## config.mk

```make
export PLATFORM = sky130hd
export DESIGN_NAME = mem_access_stage
export DESIGN_NICKNAME = d
export VERILOG_FILES = /design/src/rtl/mem_stage_pkg.sv /design/src/rtl/bus_timeout_counter.sv /design/src/rtl/mem_access_stage.sv
export SDC_FILE = /design/constraint.sdc
export NUM_CORES = 1
export LEC_CHECK = 0
export ABC_AREA = 1
export BUFFER_PORTS_ARGS = -buffer_cell sky130_fd_sc_hd__buf_2
export CAP_MARGIN = 20
export CORE_MARGIN = 2
export CORE_UTILIZATION = 40
export CTS_CLUSTER_DIAMETER = 30
export CTS_CLUSTER_SIZE = 24
export DETAILED_ROUTE_END_ITERATION = 6
export GPL_TIMING_DRIVEN = 1
export PLACE_DENSITY = 0.81
export REMOVE_ABC_BUFFERS = 1
export SETUP_SLACK_MARGIN = 0.3
export SLEW_MARGIN = 15
export SYNTH_ARGS = -nofsm -noshare
export SYNTH_HDL_FRONTEND = slang
export SYNTH_SLANG_ARGS = --single-unit
```

## constraint.sdc

```tcl
create_clock -name clk -period 5.08 [get_ports clk]
set_clock_uncertainty 0.15 [all_clocks]
set_input_delay 1.016 -clock clk [delete_from_list [all_inputs] [get_ports clk]]
set_output_delay 1.016 -clock clk [all_outputs]
set_load 0.01 [all_outputs]
```

## src/rtl/mem_stage_pkg.sv

```systemverilog
// Shared types and defaults for the memory-access pipeline stage.
package mem_stage_pkg;

    localparam int DEFAULT_DATA_W  = 24;
    localparam int DEFAULT_TIMEOUT = 15;

    typedef enum logic [1:0] {
        IDLE = 2'd0,
        REQ  = 2'd1,
        DONE = 2'd2
    } state_e;

    typedef enum logic [1:0] {
        OP_NOP   = 2'd0,
        OP_ALU   = 2'd1,
        OP_LOAD  = 2'd2,
        OP_STORE = 2'd3
    } op_class_e;

    // A store wins over a register write; the writeback source selects load vs ALU.
    function automatic op_class_e decode_op(input logic mem_we, input logic reg_we,
                                            input logic from_alu);
        if (mem_we) return OP_STORE;
        if (reg_we) return from_alu ? OP_ALU : OP_LOAD;
        return OP_NOP;
    endfunction

endpackage

```

## src/rtl/bus_timeout_counter.sv

```systemverilog
// Counts cycles spent waiting on the memory bus; flags the last allowed cycle.
module bus_timeout_counter #(
    parameter int TIMEOUT = mem_stage_pkg::DEFAULT_TIMEOUT
) (
    input  logic clk,
    input  logic reset,
    input  logic clear,
    input  logic enable,
    output logic expired
);

    localparam int CNT_W = (TIMEOUT < 2) ? 1 : $clog2(TIMEOUT + 1);

    logic [CNT_W-1:0] count_q;
    logic [CNT_W-1:0] count_d;

    always_comb begin
        // NOTE: default first so every path assigns count_d and no latch is inferred.
        count_d = count_q;
        if (clear) begin
            count_d = '0;
        end else if (enable) begin
            count_d = count_q + CNT_W'(1);
        end
    end

    always_ff @(posedge clk or posedge reset) begin
        // NOTE: non-blocking assignments keep every register sampling pre-edge values.
        if (reset) begin
            count_q <= '0;
        end else begin
            count_q <= count_d;
        end
    end

    assign expired = enable && (count_q == CNT_W'(TIMEOUT - 1));

endmodule

```

## src/rtl/mem_access_stage.sv

```systemverilog
// Memory-access stage: ALU results pass straight to writeback, loads and stores
// run one bus transaction each with a bounded wait for the acknowledge.
module mem_access_stage
    import mem_stage_pkg::*;
#(
    parameter int DATA_W  = DEFAULT_DATA_W,
    parameter int TIMEOUT = DEFAULT_TIMEOUT
) (
    input  logic              clk,
    input  logic              reset,
    input  logic              validIn,
    input  logic              memWe,
    input  logic              regWe,
    input  logic              writeRegFromAlu,
    input  logic [3:0]        regToWrite,
    input  logic [DATA_W-1:0] result,
    input  logic [DATA_W-1:0] dataToWrite,
    output logic              stall,
    output logic              memReq,
    output logic              memWrite,
    output logic [DATA_W-1:0] memAddr,
    output logic [DATA_W-1:0] memWdata,
    input  logic [DATA_W-1:0] memRdata,
    input  logic              memAck,
    output logic              wbValid,
    output logic [3:0]        wbReg,
    output logic [DATA_W-1:0] wbData,
    output logic              busErr
);

    state_e            state_q;
    op_class_e         op_class;
    logic              expired;
    logic              mem_req_q;
    logic              mem_write_q;
    logic [DATA_W-1:0] mem_addr_q;
    logic [DATA_W-1:0] mem_wdata_q;
    logic              wb_valid_q;
    logic [3:0]        wb_reg_q;
    logic [DATA_W-1:0] wb_data_q;
    logic              bus_err_q;

    assign op_class = decode_op(memWe, regWe, writeRegFromAlu);

    bus_timeout_counter #(
        .TIMEOUT (TIMEOUT)
    ) u_timeout (
        .clk     (clk),
        .reset   (reset),
        .clear   (state_q != REQ),
        .enable  (state_q == REQ),
        .expired (expired)
    );

    always_ff @(posedge clk or posedge reset) begin
        if (reset) begin
            state_q     <= IDLE;
            mem_req_q   <= 1'b0;
            mem_write_q <= 1'b0;
            mem_addr_q  <= '0;
            mem_wdata_q <= '0;
            wb_valid_q  <= 1'b0;
            wb_reg_q    <= '0;
            wb_data_q   <= '0;
            bus_err_q   <= 1'b0;
        end else begin
            wb_valid_q <= 1'b0;
            unique case (state_q)
                IDLE, DONE: begin
                    state_q <= IDLE;
                    if (validIn) begin
                        unique case (op_class)
                            OP_ALU: begin
                                wb_valid_q <= 1'b1;
                                wb_data_q  <= result;
                                wb_reg_q   <= regToWrite;
                            end
                            OP_LOAD, OP_STORE: begin
                                state_q     <= REQ;
                                mem_req_q   <= 1'b1;
                                mem_write_q <= (op_class == OP_STORE);
                                mem_addr_q  <= result;
                                mem_wdata_q <= dataToWrite;
                                wb_reg_q    <= regToWrite;
                            end
                            default: ;
                        endcase
                    end
                end
                REQ: begin
                    // An acknowledge on the final allowed cycle beats the timeout.
                    if (memAck) begin
                        state_q   <= DONE;
                        mem_req_q <= 1'b0;
                        if (!mem_write_q) begin
                            wb_valid_q <= 1'b1;
                            wb_data_q  <= memRdata;
                        end
                    end else if (expired) begin
                        state_q   <= DONE;
                        mem_req_q <= 1'b0;
                        bus_err_q <= 1'b1;
                    end
                end
                default: state_q <= IDLE;
            endcase
        end
    end

    assign stall    = (state_q == REQ);
    assign memReq   = mem_req_q;
    assign memWrite = mem_write_q;
    assign memAddr  = mem_addr_q;
    assign memWdata = mem_wdata_q;
    assign wbValid  = wb_valid_q;
    assign wbReg    = wb_reg_q;
    assign wbData   = wb_data_q;
    assign busErr   = bus_err_q;

endmodule

```

==> results of run 1 <==
## per-stage QoR
step                std cells  hold WS (ns)  cell area (um^2)  worst slack, ns  utilization
global placement          706         0.299              4580             2.11        0.503
floorplan                 427         0.304              3580             1.69            -
global route              721         0.354              4830             2.17        0.530
finish                    721         0.320              4830             2.36        0.530
detailed placement        706         0.304              4580             1.99        0.503
CTS                       721         0.323              4830             2.38        0.530
## path summary, 6_finish.rpt
kind | slack, ns | to | from
worst max-delay path | 2.36 | memWrite$_DFFE_PP0P_ | validIn
worst min-delay path | 0.32 | memAddr[9]$_DFFE_PP0P_ | memAddr[9]$_DFFE_PP0P_
worst max register to register | 2.72 | memWrite$_DFFE_PP0P_ | state_q[0]$_DFFE_PP0P_
worst min register to register | 0.32 | memAddr[9]$_DFFE_PP0P_ | memAddr[9]$_DFFE_PP0P_
max in group asynchronous | 3.15 | wbData[11]$_DFFE_PP0P_ | reset
min in group asynchronous | 0.63 | memWdata[13]$_DFFE_PP0P_ | reset
## where the power goes
part	total (mW)	switching [mW]	internal (mW)
Clock	0.576	0.237	0.339
Combinational	0.643	0.381	0.261
Sequential	0.979	0.107	0.872
Total	2.20	0.725	1.47
## kinds of logic after synthesis
family,share of synthesized area
and+or+nand+nor,0.349
DFF,0.579
buffers and inverters,0.0488
AOI/OAI and AO/OA,0.0115
xor gates and xnor gates,0.00472
adders and majority gates,0.00674
## layout make-up
| class | instances | area [um^2] | share of cell area |
|---|---|---|---|
| multi-input cells | 328 | 1390 | 0.287 |
| inverters | 13 | 50.0 | 0.0104 |
| clock inverters | 5 | 108 | 0.0223 |
| repair buffers | 168 | 853 | 0.177 |
| clock buffers | 10 | 138 | 0.0285 |
| well taps | 111 | 139 | 0.0288 |
| flip-flops and latches | 86 | 2150 | 0.446 |
## layer usage
metal	wire length, um	vias up
met3	800	10
li1	-	1722
met1	4150	1675
met4	81	0
met2	4800	136
met5	0	-
## worst max-delay path: stages
cell	delay, ns
buf_2	0.08
inv_1	0.05
nor2_4	0.55
nand2_2	0.73
nand2_1	0.29
nand2_1	0.08
## sequential cells by signal, indices dropped and copies added (netlist names)
signal             count
wbData                24
memAddr               24
busErr                 1
u_timeout.count_q      4
wbValid                1
state_q                2
wbReg                  4
memWdata              24
memReq                 1
memWrite               1
## synthesized netlist by cell type (all sizes together)
cell    count  area share
nor2        9       0.011
o21ai       5      0.0067
nand2     233        0.24
dfrtp      86        0.58
o21bai      1      0.0020
xnor2       1      0.0024
inv        13       0.013
ha          2      0.0067
a21oi       2      0.0027
nand3      74        0.10
buf        21       0.031
clkbuf      5      0.0051
xor2        1      0.0024
==> out/metrics.csv, run 1 <==
metric,value,unit
status,completed,
ant_nets,0,
syn_inst,453,
hold_violations,0,
setup_viol_count_final,0,
area_growth_syn_to_layout,29.9,%
globalplace.congestion,0.757,
slew_headroom,0.380,
fillers,882,
report.final.slew_viol_count,0,
busiest_layer,met2,
maxCapViolations,0,
ys_seq_area_frac,0.579,
detailed_place_hpwl,6.80,mm
final_cell_mix,"nand2_1, buf_2, dfrtp_1, nand3_1, inv_1",
ys_types,21,
numCtsBuffers,9,
reg2reg_depth,4,
cts_tree,yes,
finalCritPeriodShare,0.536,
fin_crit,2.72,ns
wl_per_cell,13.6,um
drc,0,
drt_iter0_drc,120,
cts_num_sinks,86,
worstSkewPairLatency,0.34,ns
worstSetupStartpointType,input port,
cp-end-kind,flip-flop,
crit_required,5.16,ns
groute.usage.overall,0.200,
row_count,35,
clkTransAtPathRegs,0.09,ns
h-tree-depth,3,
grtUsageMet3,0.0627,
grt_pass1_wl,16.1,mm
p_total,2.20,mW
hold_path.class,flip-flop to flip-flop,
io_pins,164,
netlist_area,0.00371,mm^2
die_width,100,um
synth_seq_cells,86,
grt_pass1_vias,3454,
cts_resized,0,
tightest_slew,0.927,ns
start_util,0.408,
power_density,455,mW/mm^2
rsz0062_at_grt,no,
final_nets,691,
tns,0,ns
syn_area_per_cell,8.20,um^2
antenna_found_initial,0,
antennaDiodeCount,0,
clockBufferDepth,2,
hold_buffers,0,
cp_max_fo,50,
port_buffers,163,
viasPerCell,4.91,
drive_above_1_share,0.311,
max_clock_freq,0.367,GHz
coreArea,0.00911,mm^2
mostFrequentLayoutCell,nand2_1,
p_leak,2.87,nW
cts-root-buf,clkbuf_8,
worstPathArrival,2.80,ns
yosysWarnings,0,
num_vias,3543,
grt.overflow.total,0,
cts_setup_buffers,0,
die_h,100,um
hold_depth,2,
die-area,0.0101,mm^2
routed_wl,9.83,mm
irDropWorstVdd,0.000183,V
use_met2,0.346,
dr.pass1.iters,4,
grt_max_degree,51,
critPathKind,input port to flip-flop,
grt_util_met1,0.243,
Power figures use the tool's default switching activity.
==> run 2: changes to the inputs <==
--- a/config.mk
+++ b/config.mk
@@ -14,7 +14,7 @@
 export CTS_CLUSTER_SIZE = 24
 export DETAILED_ROUTE_END_ITERATION = 6
 export GPL_TIMING_DRIVEN = 1
-export PLACE_DENSITY = 0.81
+export PLACE_DENSITY = 0.84
 export REMOVE_ABC_BUFFERS = 1
 export SETUP_SLACK_MARGIN = 0.3
 export SLEW_MARGIN = 15
==> constraint.sdc (replaced) <==
create_clock -name clk -period 2.32 [get_ports clk]
set_clock_uncertainty 0.15 [all_clocks]
set_input_delay 0.464 -clock clk [delete_from_list [all_inputs] [get_ports clk]]
set_output_delay 0.464 -clock clk [all_outputs]
set_load 0.01 [all_outputs]
==> out/metrics.csv, run 2 (same netlist as run 1, synthesis figures left out) <==
metric,value,unit,change
status,completed,,unchanged
rsz0062_at_grt,no,,unchanged
grt.overflow.total,0,,unchanged
hold_path.class,input port to asynchronous set/reset pin,,was flip-flop to flip-flop
r2r_end,wbData[4]$_DFFE_PP0P_,,was memWrite$_DFFE_PP0P_
critPathKind,flip-flop to output pin,,was input port to flip-flop
finalCritPeriodShare,0.808,,
cts_tree,yes,,unchanged
clkTransAtPathRegs,0.09,ns,about the same
crit_required,1.71,ns,was 5.16 ns
place_ws,0.446,ns,was 1.99 ns
num_vias,3523,,was 3543
reg2reg_depth,7,,was 4
tns,0,ns,unchanged
layout_setup_ws,0.446,ns,was 2.36 ns
detailed_place_hpwl,7.08,mm,was 6.80 mm
p_leak,2.88,nW,was 2.87 nW
viasPerCell,4.84,,was 4.91
fin_area,0.00484,mm^2,was 0.00483 mm^2
max_clock_freq,0.534,GHz,
mostFrequentLayoutCell,nand2_1,,unchanged
antennaDiodeCount,0,,unchanged
wl_per_cell,13.6,um,about the same
coreArea,0.00911,mm^2,unchanged
worstSetupStartpointType,flip-flop,,was input port
h-tree-depth,3,,unchanged
area_growth_syn_to_layout,30.3,%,was 29.9%
report.final.slew_viol_count,0,,unchanged
grt_pass1_vias,3581,,was 3454
die_h,100,um,unchanged
tightest_slew,0.596,ns,was 0.927 ns
globalplace.congestion,0.791,,was 0.757
die_width,100,um,unchanged
worstSkewPairLatency,0.34,ns,about the same
drc,0,,unchanged
reg2reg_from,state_q[0]$_DFFE_PP0P_,,unchanged
io_pins,164,,unchanged
postPlaceCellArea,0.00465,mm^2,was 0.00458 mm^2
whs,0.0105,ns,was 0.320 ns
cp_max_fo,11,,was 50
hold_violations,0,,unchanged
worstPathArrival,1.26,ns,was 2.80 ns
fin_crit,1.87,ns,
numCtsBuffers,9,,unchanged
die-area,0.0101,mm^2,unchanged
cts-root-buf,clkbuf_8,,unchanged
grt_max_degree,51,,unchanged
row_count,35,,unchanged
routed_wl,9.93,mm,was 9.83 mm
power_density,939,mW/mm^2,was 455 mW/mm^2
dr.pass1.iters,4,,unchanged
start_util,0.408,,unchanged
setup_viol_count_final,0,,unchanged
clockBufferDepth,2,,unchanged
drt_iter0_drc,136,,was 120
slew_headroom,0.602,,was 0.380
final_cell_mix,"nand2_1, buf_2, dfrtp_1, nand3_1, inv_1",,unchanged
irDropWorstVdd,0.000381,V,was 0.000183 V
grt_pass1_wl,16.4,mm,was 16.1 mm
final_nets,697,,was 691
fillers,877,,was 882
drive_above_1_share,0.318,,was 0.311
ant_nets,0,,unchanged
port_buffers,163,,unchanged
cp-end-kind,output pin,,was flip-flop
cts_num_sinks,86,,unchanged
p_total,4.54,mW,was 2.20 mW
r2r_setup_slack,0.49,ns,was 2.72 ns
maxCapViolations,0,,unchanged
antenna_found_initial,1,,was 0
groute.usage.overall,0.206,,was 0.200
hold_buffers,0,,unchanged
[run 2: changes by cell type in the layout (fill, tap and decap cells not counted), moves of 2 or more]
cell / change
bufinv_16: -3
clkinvlp_4: +2
clkinv_4: -2
buf_12: +3
clkinv_2: +2
buf_4: +3
[run 2: repair_timing]
action                                  CTS  global route
buffers inserted                          2             0
endpoints found under the hold margin     0             0
gates resized for setup                   1             0
endpoints found under the setup margin    1             0
[run 2: cell type report]
cell class	instances	area, um^2	share of cell area
Clock buffer	11	141	0.0292
Clock inverter	5	33.8	0.00698
Inverter	13	52.6	0.0109
Multi-Input combinational cell	328	1390	0.286
Sequential cell	86	2150	0.445
Tap cell	111	139	0.0287
Timing Repair Buffer	174	936	0.193
[run 2: worst max path at each step]
stage | slack (ns) | startpoint | to | cells after the start
global route | 0.32 | state_q[0]$_DFFE_PP0P_ | wbData[22]$_DFFE_PP0P_ | 7
global placement | 0.55 | state_q[1]$_DFFE_PP0P_ | wbData[2]$_DFFE_PP0P_ | 7
CTS | 0.43 | state_q[0]$_DFFE_PP0P_ | stall | 4
finish | 0.45 | state_q[0]$_DFFE_PP0P_ | stall | 4
detailed placement | 0.45 | state_q[0]$_DFFE_PP0P_ | wbData[20]$_DFFE_PP0P_ | 6
floorplan | -0.52 | reset | busErr$_DFFE_PP0P_ | 1
[run 2: layer usage]
layer	track usage	wire, um	up-vias
li1	-	-	1736
met1	0.253	4100	1632
met2	0.343	4900	134
met3	0.0494	736	19
met4	0.0938	178	2
met5	0	16	-
[run 2: metrics by stage]
stage               std cells  utilization
CTS                       728        0.531
global route              728        0.531
detailed placement        710        0.510
finish                    728        0.531
floorplan                 427            -
global placement          710        0.510
[run 2: report_power, final]
part / switching [mW] / total [mW] / internal (mW)
clock network: 0.534 / 0.953 / 0.419
logic: 0.846 / 1.44 / 0.596
registers: 0.239 / 2.15 / 1.91
[run 2: worst max-delay path: stages (launching register included)]
cell,delay [ns]
dfrtp_1,0.42
nand2_1,0.14
inv_4,0.04
buf_4,0.16
buf_2,0.14
